**src/rtl/semaforo_pkg.sv**
```systemverilog
// rtl/semaforo_pkg.sv - shared traffic-light colour codes, default dwell times and monitor error indices
package semaforo_pkg;

    localparam logic [2:0] COR_VERDE    = 3'b001;
    localparam logic [2:0] COR_AMARELO  = 3'b010;
    localparam logic [2:0] COR_VERMELHO = 3'b100;

    localparam int T_VERDE    = 1;
    localparam int T_AMARELO  = 3;
    localparam int T_VERMELHO = 2;

    localparam int ERR_CODE     = 0;
    localparam int ERR_CONFLICT = 1;
    localparam int ERR_SEQ      = 2;
    localparam int ERR_TIM      = 3;

    typedef enum logic {
        UNSYNC = 1'b0,
        SYNC   = 1'b1
    } canal_estado_t;

    function automatic logic cor_valida(input logic [2:0] c);
        return (c == COR_VERDE) || (c == COR_AMARELO) || (c == COR_VERMELHO);
    endfunction

    // Only colour that may legally follow c in the verde->amarelo->vermelho loop.
    function automatic logic [2:0] cor_seguinte(input logic [2:0] c);
        logic [2:0] s;
        case (c)
            COR_VERDE:   s = COR_AMARELO;
            COR_AMARELO: s = COR_VERMELHO;
            default:     s = COR_VERDE;
        endcase
        return s;
    endfunction

endpackage

```
**src/rtl/semaforo_canal_mon.sv**
```systemverilog
// rtl/semaforo_canal_mon.sv - per-light sync, sequence, dwell and cycle-count checker
// ports: clk, rst (sync active-high), cor (sampled light), valid, err_code/err_seq/err_tim (strobes for this sample), ciclos
module semaforo_canal_mon #(
    parameter int T_VERDE    = semaforo_pkg::T_VERDE,
    parameter int T_AMARELO  = semaforo_pkg::T_AMARELO,
    parameter int T_VERMELHO = semaforo_pkg::T_VERMELHO
) (
    input  logic       clk,
    input  logic       rst,
    input  logic [2:0] cor,
    output logic       valid,
    output logic       err_code,
    output logic       err_seq,
    output logic       err_tim,
    output logic [7:0] ciclos
);
    import semaforo_pkg::*;

    localparam logic [7:0] TV = T_VERDE[7:0];
    localparam logic [7:0] TA = T_AMARELO[7:0];
    localparam logic [7:0] TR = T_VERMELHO[7:0];

    canal_estado_t estado, estado_n;
    logic [2:0]    prev, prev_n;
    logic [7:0]    dwell, dwell_n;
    // [0] verde->amarelo seen, [1] amarelo->vermelho seen
    logic [1:0]    prog, prog_n;
    logic [7:0]    ciclos_n;

    assign valid = cor_valida(cor);

    always_comb begin
        estado_n = estado;
        prev_n   = prev;
        dwell_n  = dwell;
        prog_n   = prog;
        ciclos_n = ciclos;
        err_code = 1'b0;
        err_seq  = 1'b0;
        err_tim  = 1'b0;
        if (!valid) begin
            err_code = 1'b1;
            estado_n = UNSYNC;
        end else begin
            case (estado)
                UNSYNC: begin
                    estado_n = SYNC;
                    prev_n   = cor;
                    dwell_n  = 8'd1;
                    prog_n   = 2'b00;
                end
                default: begin
                    if (cor == prev) begin
                        dwell_n = (dwell == 8'hFF) ? dwell : dwell + 8'd1;
                    end else begin
                        // Dwell limits depend on the colour being left, legal change or not.
                        case (prev)
                            COR_VERDE:    err_tim = (dwell < TV);
                            COR_AMARELO:  err_tim = (dwell != TA);
                            COR_VERMELHO: err_tim = (dwell < TR);
                            default:      err_tim = 1'b0;
                        endcase
                        if (cor != cor_seguinte(prev)) begin
                            err_seq = 1'b1;
                            prog_n  = 2'b00;
                        end else if (cor == COR_AMARELO) begin
                            prog_n[0] = 1'b1;
                        end else if (cor == COR_VERMELHO) begin
                            prog_n[1] = 1'b1;
                        end else if (prog == 2'b11) begin
                            ciclos_n = ciclos + 8'd1;
                            prog_n   = 2'b00;
                        end
                        prev_n  = cor;
                        dwell_n = 8'd1;
                    end
                end
            endcase
        end
    end

    always_ff @(posedge clk) begin
        if (rst) begin
            estado <= UNSYNC;
            prev   <= COR_VERMELHO;
            dwell  <= 8'd0;
            prog   <= 2'b00;
            ciclos <= 8'd0;
        end else begin
            estado <= estado_n;
            prev   <= prev_n;
            dwell  <= dwell_n;
            prog   <= prog_n;
            ciclos <= ciclos_n;
        end
    end

endmodule

```
**src/rtl/semaforo_monitor.sv**
```systemverilog
// rtl/semaforo_monitor.sv - passive checker of the A/B traffic-light buses
// ports: clk, rst (sync active-high), A, B (one-hot lights), err_pulse/err_sticky ([0] code [1] conflict [2] sequence [3] timing), ciclos_A, ciclos_B
module semaforo_monitor #(
    parameter int T_VERDE    = semaforo_pkg::T_VERDE,
    parameter int T_AMARELO  = semaforo_pkg::T_AMARELO,
    parameter int T_VERMELHO = semaforo_pkg::T_VERMELHO
) (
    input  logic       clk,
    input  logic       rst,
    input  logic [2:0] A,
    input  logic [2:0] B,
    output logic [3:0] err_pulse,
    output logic [3:0] err_sticky,
    output logic [7:0] ciclos_A,
    output logic [7:0] ciclos_B
);
    import semaforo_pkg::*;

    logic       valid_a, code_a, seq_a, tim_a;
    logic       valid_b, code_b, seq_b, tim_b;
    logic [3:0] err_n;

    semaforo_canal_mon #(
        .T_VERDE    (T_VERDE),
        .T_AMARELO  (T_AMARELO),
        .T_VERMELHO (T_VERMELHO)
    ) u_canal_a (
        .clk      (clk),
        .rst      (rst),
        .cor      (A),
        .valid    (valid_a),
        .err_code (code_a),
        .err_seq  (seq_a),
        .err_tim  (tim_a),
        .ciclos   (ciclos_A)
    );

    semaforo_canal_mon #(
        .T_VERDE    (T_VERDE),
        .T_AMARELO  (T_AMARELO),
        .T_VERMELHO (T_VERMELHO)
    ) u_canal_b (
        .clk      (clk),
        .rst      (rst),
        .cor      (B),
        .valid    (valid_b),
        .err_code (code_b),
        .err_seq  (seq_b),
        .err_tim  (tim_b),
        .ciclos   (ciclos_B)
    );

    always_comb begin
        err_n               = 4'b0000;
        err_n[ERR_CODE]     = code_a | code_b;
        // Conflict ignores sync state: any two valid non-red lights collide.
        err_n[ERR_CONFLICT] = valid_a && valid_b && (A != COR_VERMELHO) && (B != COR_VERMELHO);
        err_n[ERR_SEQ]      = seq_a | seq_b;
        err_n[ERR_TIM]      = tim_a | tim_b;
    end

    // Sticky includes the pulse of the same sample so both rise on the same edge.
    always_ff @(posedge clk) begin
        if (rst) begin
            err_pulse  <= 4'b0000;
            err_sticky <= 4'b0000;
        end else begin
            err_pulse  <= err_n;
            err_sticky <= err_sticky | err_n;
        end
    end

endmodule

```
**config.mk**
```make
export PLATFORM = sky130hd
export DESIGN_NAME = semaforo_monitor
export DESIGN_NICKNAME = d
export VERILOG_FILES = /design/src/rtl/semaforo_pkg.sv /design/src/rtl/semaforo_canal_mon.sv /design/src/rtl/semaforo_monitor.sv
export SDC_FILE = /design/constraint.sdc
export NUM_CORES = 1
export LEC_CHECK = 0
export ABC_AREA = 1
export CAP_MARGIN = 20
export CORE_ASPECT_RATIO = 0.75
export CORE_UTILIZATION = 40
export DETAILED_ROUTE_END_ITERATION = 10
export PLACE_DENSITY = 0.68
export SYNTH_ARGS = -nofsm -noshare
export SYNTH_HDL_FRONTEND = slang
export SYNTH_SLANG_ARGS = --single-unit
export TNS_END_PERCENT = 50
```
**constraint.sdc**
```tcl
create_clock -name clk -period 2 [get_ports clk]
set_clock_uncertainty 0.05 [all_clocks]
set_input_delay 0.3 -clock clk [delete_from_list [all_inputs] [get_ports clk]]
set_output_delay 0.3 -clock clk [all_outputs]
set_load 0.1 [all_outputs]
```
---- Word level (Yosys, flattened, before mapping) ----
Cells that the tools add are included.
storage, ports and cells
  flip-flop bits (word level) ............. 52
  input bits .............................. 8
operators by class
  $add $sub $neg .......................... 4
  order comparisons ....................... 4
  equality and inequality tests ........... 36
  mux-type cells .......................... 54
  bitwise gates (word level) .............. 12
  reduce and logical (&&, ||, !) cells .... 17
operator list
  cell                   count
  $mux W8                6
  $add A8 B1 Y8 const B  4
  $mux W3                10
  $mux W1                26
  $ne A4 B4 Y1 const B   6
  $ne A3 B3 Y1 const B   6
  $eq A8 B8 Y1 const B   2
  $lt A8 B1 Y1 const B   2
  $lt A8 B2 Y1 const B   2
  $mux W2                8
  $ne A8 B2 Y1 const B   2
  $reduce_and A4 Y1      4
  $reduce_and A7 Y1      2
  $eq A3 B1 Y1 const B   4
  $eq A3 B2 Y1 const B   4
  $eq A3 B3 Y1 const B   4
  $pmux W3 S2            2
  $not A1 Y1             8
  $reduce_and A2 Y1      4
  $eq A3 B3 Y1           2
  $ne A3 B3 Y1           2
  $pmux W1 S3            2
  $eq A2 B2 Y1 const B   2
  $logic_or A1 B1 Y1     4
  other kinds (4)        9

---- Depth between registers and ports, before layout ----
  depth in word-level cells ............... 12
  depth in mapped cells ................... 12
  gate-level depth less buffers ........... 12

---- Hierarchy ----
From an unflattened synthesis, not the netlist that was laid out.
second synthesis, totals
  cells, all modules ...................... 422
  area, all modules ....................... 3109.2 µm²
by module, submodules not included
  module                          times used  cells each  area each (µm²)
  semaforo_canal_mon (u_canal_a)  1           199         1432.6
  semaforo_canal_mon (u_canal_b)  1           192         1425.1
  semaforo_monitor                1           31          251.5

---- Least setup slack after synthesis ----
Ideal clock, no wire load.
  path type ............................... register to register
  from .................................... register u_canal_a.ciclos[0]
  to ...................................... register u_canal_a.ciclos[6]
  arrival ................................. 1752 ps
  required time ........................... 1818 ps
  path slack .............................. 66 ps
  stages on the path, launching flop included .. 6
  buffers on the path ..................... 0
  cell sequence ........................... dfxtp_1 > ha_1 > nand4_1 > xnor2_1 > nand2_1 > a21oi_1
between the ends
  word-level cells in the longest chain between the ends .. 1
ends and longest elaborated chain
  item                    RTL line                  source
  from (decl)             semaforo_canal_mon.sv:15  output logic [7:0] ciclos
  from (signal assigned)  semaforo_canal_mon.sv:94  ciclos <= ciclos_n;
  $add A8 B1 Y8           semaforo_canal_mon.sv:71  ciclos_n = ciclos + 8'd1;
No other way between the ends.
A chain may end at the register's enable or synchronous reset.

---- Final worst setup path ----
  from .................................... register u_canal_b.dwell[1]
  to ...................................... register u_canal_b.dwell[2]
between the ends
  word-level cells in the longest chain between the ends .. 4
ends and longest elaborated chain
  item                    RTL line                  source
  from (decl)             semaforo_canal_mon.sv:25  logic [7:0] dwell, dwell_n;
  from (signal assigned)  semaforo_canal_mon.sv:92  dwell <= dwell_n;
  $add A8 B1 Y8           semaforo_canal_mon.sv:54  dwell_n = (dwell == 8'hFF) ? dwell : dwell + 8'd1;
  $mux W8                 semaforo_canal_mon.sv:54
  $mux W8                 semaforo_canal_mon.sv:53  if (cor == prev) begin
  $mux W8                 semaforo_canal_mon.sv:45  case (estado)
Several ways; a longest one is shown, not always the timed one. The select of a mux whose other input is x is not followed.

==> results.yml <==
die:
  ios: 32
  core_area_sq_um: 6900
  start_util_pct: 41.7
  rows: 26
  die_x_um: 99.9
  die_h_um: 75.4
  die_area_sq_um: 7540
worst_hold_path:
  hold_depth: 2
  whs_endpoint: "err_sticky[3]"
  holdCritStartpoint: "err_sticky[3]"
  worstHoldPathType: "flip-flop to flip-flop"
critical_path:
  cpMaxStageDelayCell: "dfxtp_1"
  crit_type: "flip-flop to flip-flop"
  r2r_end: "u_canal_b.dwell[2]"
  reg2reg_from: "u_canal_b.dwell[1]"
  end_kind: "flip-flop"
  cpLargestDelayFamily: "simple AND/OR/NAND/NOR gates"
  setup.worst_path.start_class: "flip-flop"
  cp_common_cell: "nand2_1"
  regToRegSetupSlack_ns: 0.24
  crit_chain: "ha_2, nand2_1, nor2_1, nand2_1, nor2_1, nand2_1, nand2_4, nand2_4, inv_1, o21ai_0, a21oi_1"
  critPathBufInv: 1
  cp_max_fo: 9
  cp.arrival_ns: 1.95
  cpPeakStageDelay_ns: 0.38
  crit_required_ns: 2.19
  reg2reg_depth: 11
power_and_ir_drop:
  pwr-share-clk_pct: 30.8
  power_density_nw_per_um2: 606
  switching_share_pct: 30.1
  sequentialPowerShare_pct: 52.4
  p_sw_uw: 623
  combPwrFrac_pct: 16.7
  power.leakage_nw: 1.50
  irDropWorstVdd_uv: 325
  p_int_mw: 1.45
yosys:
  synth_nets: 417
  synth.mux.area_fraction_pct: 0
  syn_area_sq_um: 2880
  synth.top_cell.area_share_pct: 36.2
  synthAdderAreaFrac_pct: 2.61
  syn_inst: 403
  synth_top_family_by_area: "simple AND/OR/NAND/NOR gates"
  seq_area_frac_synth_pct: 36.2
  yosys_warnings: 0
  ys_seq_elements: 52
  synth_compound_area_share_pct: 9.79
  synthSimpleGateAreaFrac_pct: 35.7
  syn_area_per_cell_sq_um: 7.14
  synth.area.top_cells: "dfxtp_1 (36%), nand2_1 (12%), inv_1 (6.9%)"
  synth.largest_area_cell: "dfxtp_1"
  synth.distinct_cells: 31
  synthXorXnorAreaFrac_pct: 7.31
layout:
  stdcell_count: 545
  fillers: 692
  final_design_area_no_fill_sq_um: 3420
  final_common_cell: "nand2_1"
  layout-drive-gt1-share_pct: 17.0
  layout_common_cells: "nand2_1 (94), inv_1 (53), dfxtp_1 (51)"
  nNetsFinal: 460
  diodes: 0
  areaGrowthSynthToFinish_pct: 18.9
placement:
  port_buffers: 31
  dpl_cell_area_sq_um: 3320
  place_congestion: 0.844
  dp_slack_ns: -0.0690
  placed_cells: 537
  dp_hpwl_um: 4990
drt:
  routed_wirelength_um: 6510
  ant_nets: 0
  routed_via_density: 4.78
  wire_per_inst_um: 11.9
  dr.pass1.iters: 4
  drt-initial-drc-count: 97
  drcViolationCount: 0
  vias: 2607
clock_network:
  numCtsBuffers: 5
  cts_hold_buffers: 0
  cts_tree: "built"
  cts-root-buf: "clkbuf_8"
  clk-insertion-delay-late_ns: 0.31
  cts_max_path_buffers: 2
  cts_htree_levels: 2
  cts.clk_slew.worst_paths_ns: 0.09
  clock_sinks: 52
timing:
  fin_crit_ns: 1.76
  hold_violations: 0
  fin_tns_setup_ns: 0
  fin_crit_sh_pct: 87.9
  rsz0062_at_grt: "no"
  fin_ws_ns: 0.241
  relSlewSlack_pct: 74.6
  max_freq_ghz: 0.569
  tightest_slew_ns: 0.379
  slew_viol_final: 0
  setup-violations-final: 0
grt:
  grt_max_degree: 34
  antenna_found_initial: 0
  overflow: 0
  grt_pass1_vias: 2367
  gr-usage-all-layers_pct: 18.3
  grt_pass1_wl_um: 10900
run:
  maxCapViolCount: 0
status:
  status: "finished clean"
==> per-stage QoR <==
step	hold slack (ns)	utilization, %	power, mW
after floorplan	0.387	-	1.35
after global placement	0.396	48.1	1.45
after detailed placement	0.403	48.1	1.46
after CTS	0.417	49.5	2.10
after global routing	0.432	49.6	2.17
final	0.414	49.6	2.07
==> tightest hold or removal path: stages, from the launching register on <==
cell     delay, ns
dfxtp_1       0.33
nand2_1       0.06
nand2_1       0.04
==> sequential cells by signal (all words and copies together), names as in the netlist, 2 cells and up <==
name              cells
u_canal_a.ciclos      8
u_canal_a.dwell       8
u_canal_b.ciclos      8
u_canal_b.dwell       8
err_pulse             4
err_sticky            4
u_canal_a.prev        3
u_canal_b.prev        3
u_canal_a.prog        2
u_canal_b.prog        2
==> per-layer routing <==
metal	part of all wire (%)	GRT usage (%)	up-vias
li1	-	-	1386
met4	1.0	4.74	0
met1	51	26.3	1160
met5	0	0	-
met3	4.8	3.03	8
met2	43	28.7	53
==> kinds of logic after synthesis <==
logic type | count (synthesis)
DFF | 52
xor gates and xnor gates | 24
and+or+nand+nor | 209
adders and majority gates | 6
AOI/OAI and AO/OA | 50
buffers and inverters | 62
==> cells in the mapped netlist, drive strengths merged <==
cell type  count
o31ai          3
xor2          12
nor3          12
ha             6
o21ai         10
dfxtp         52
nor4           3
nand4         10
a21o           1
a21oi         30
inv           55
o221ai         2
clkinv         2
nor2          41
o22ai          2
o32ai          2
nand3         36
clkbuf         5
xnor2         12
nand2        107
==> layout make-up <==
class | count | area [sq um] | share of cell area [%]
Sequential cell | 52 | 1040 | 30.5
Clock inverter | 2 | 15.0 | 0.439
Clock buffer | 6 | 82.6 | 2.41
Tap cell | 98 | 123 | 3.59
Timing Repair Buffer | 41 | 338 | 9.88
Multi-Input combinational cell | 289 | 1600 | 46.7
Inverter | 57 | 224 | 6.55
==> power by group through the flow <==
stage / Sequential (mW) / Clock [mW] / Combinational, mW
after floorplan: 1.17 / 0 / 0.184
after global placement: 1.11 / 0 / 0.342
after detailed placement: 1.11 / 0 / 0.346
after CTS: 1.09 / 0.662 / 0.347
after global routing: 1.09 / 0.697 / 0.381
final: 1.09 / 0.639 / 0.347
==> how the worst max path moves through the flow <==
stage,endpoint,cells past startpoint,startpoint
after floorplan,u_canal_a.ciclos[6],5,u_canal_a.ciclos[0]
after global placement,u_canal_b.dwell[5],8,B[0]
after detailed placement,u_canal_b.dwell[2],8,B[0]
after CTS,u_canal_b.dwell[2],11,u_canal_b.dwell[0]
after global routing,u_canal_b.dwell[7],11,u_canal_b.dwell[1]
final,u_canal_b.dwell[2],11,u_canal_b.dwell[1]
==> repair_timing <==
action	CTS	global route
endpoints found under the setup margin	0	5
resized for setup	0	2
setup buffers	0	0
Power figures use the tool's default switching activity.
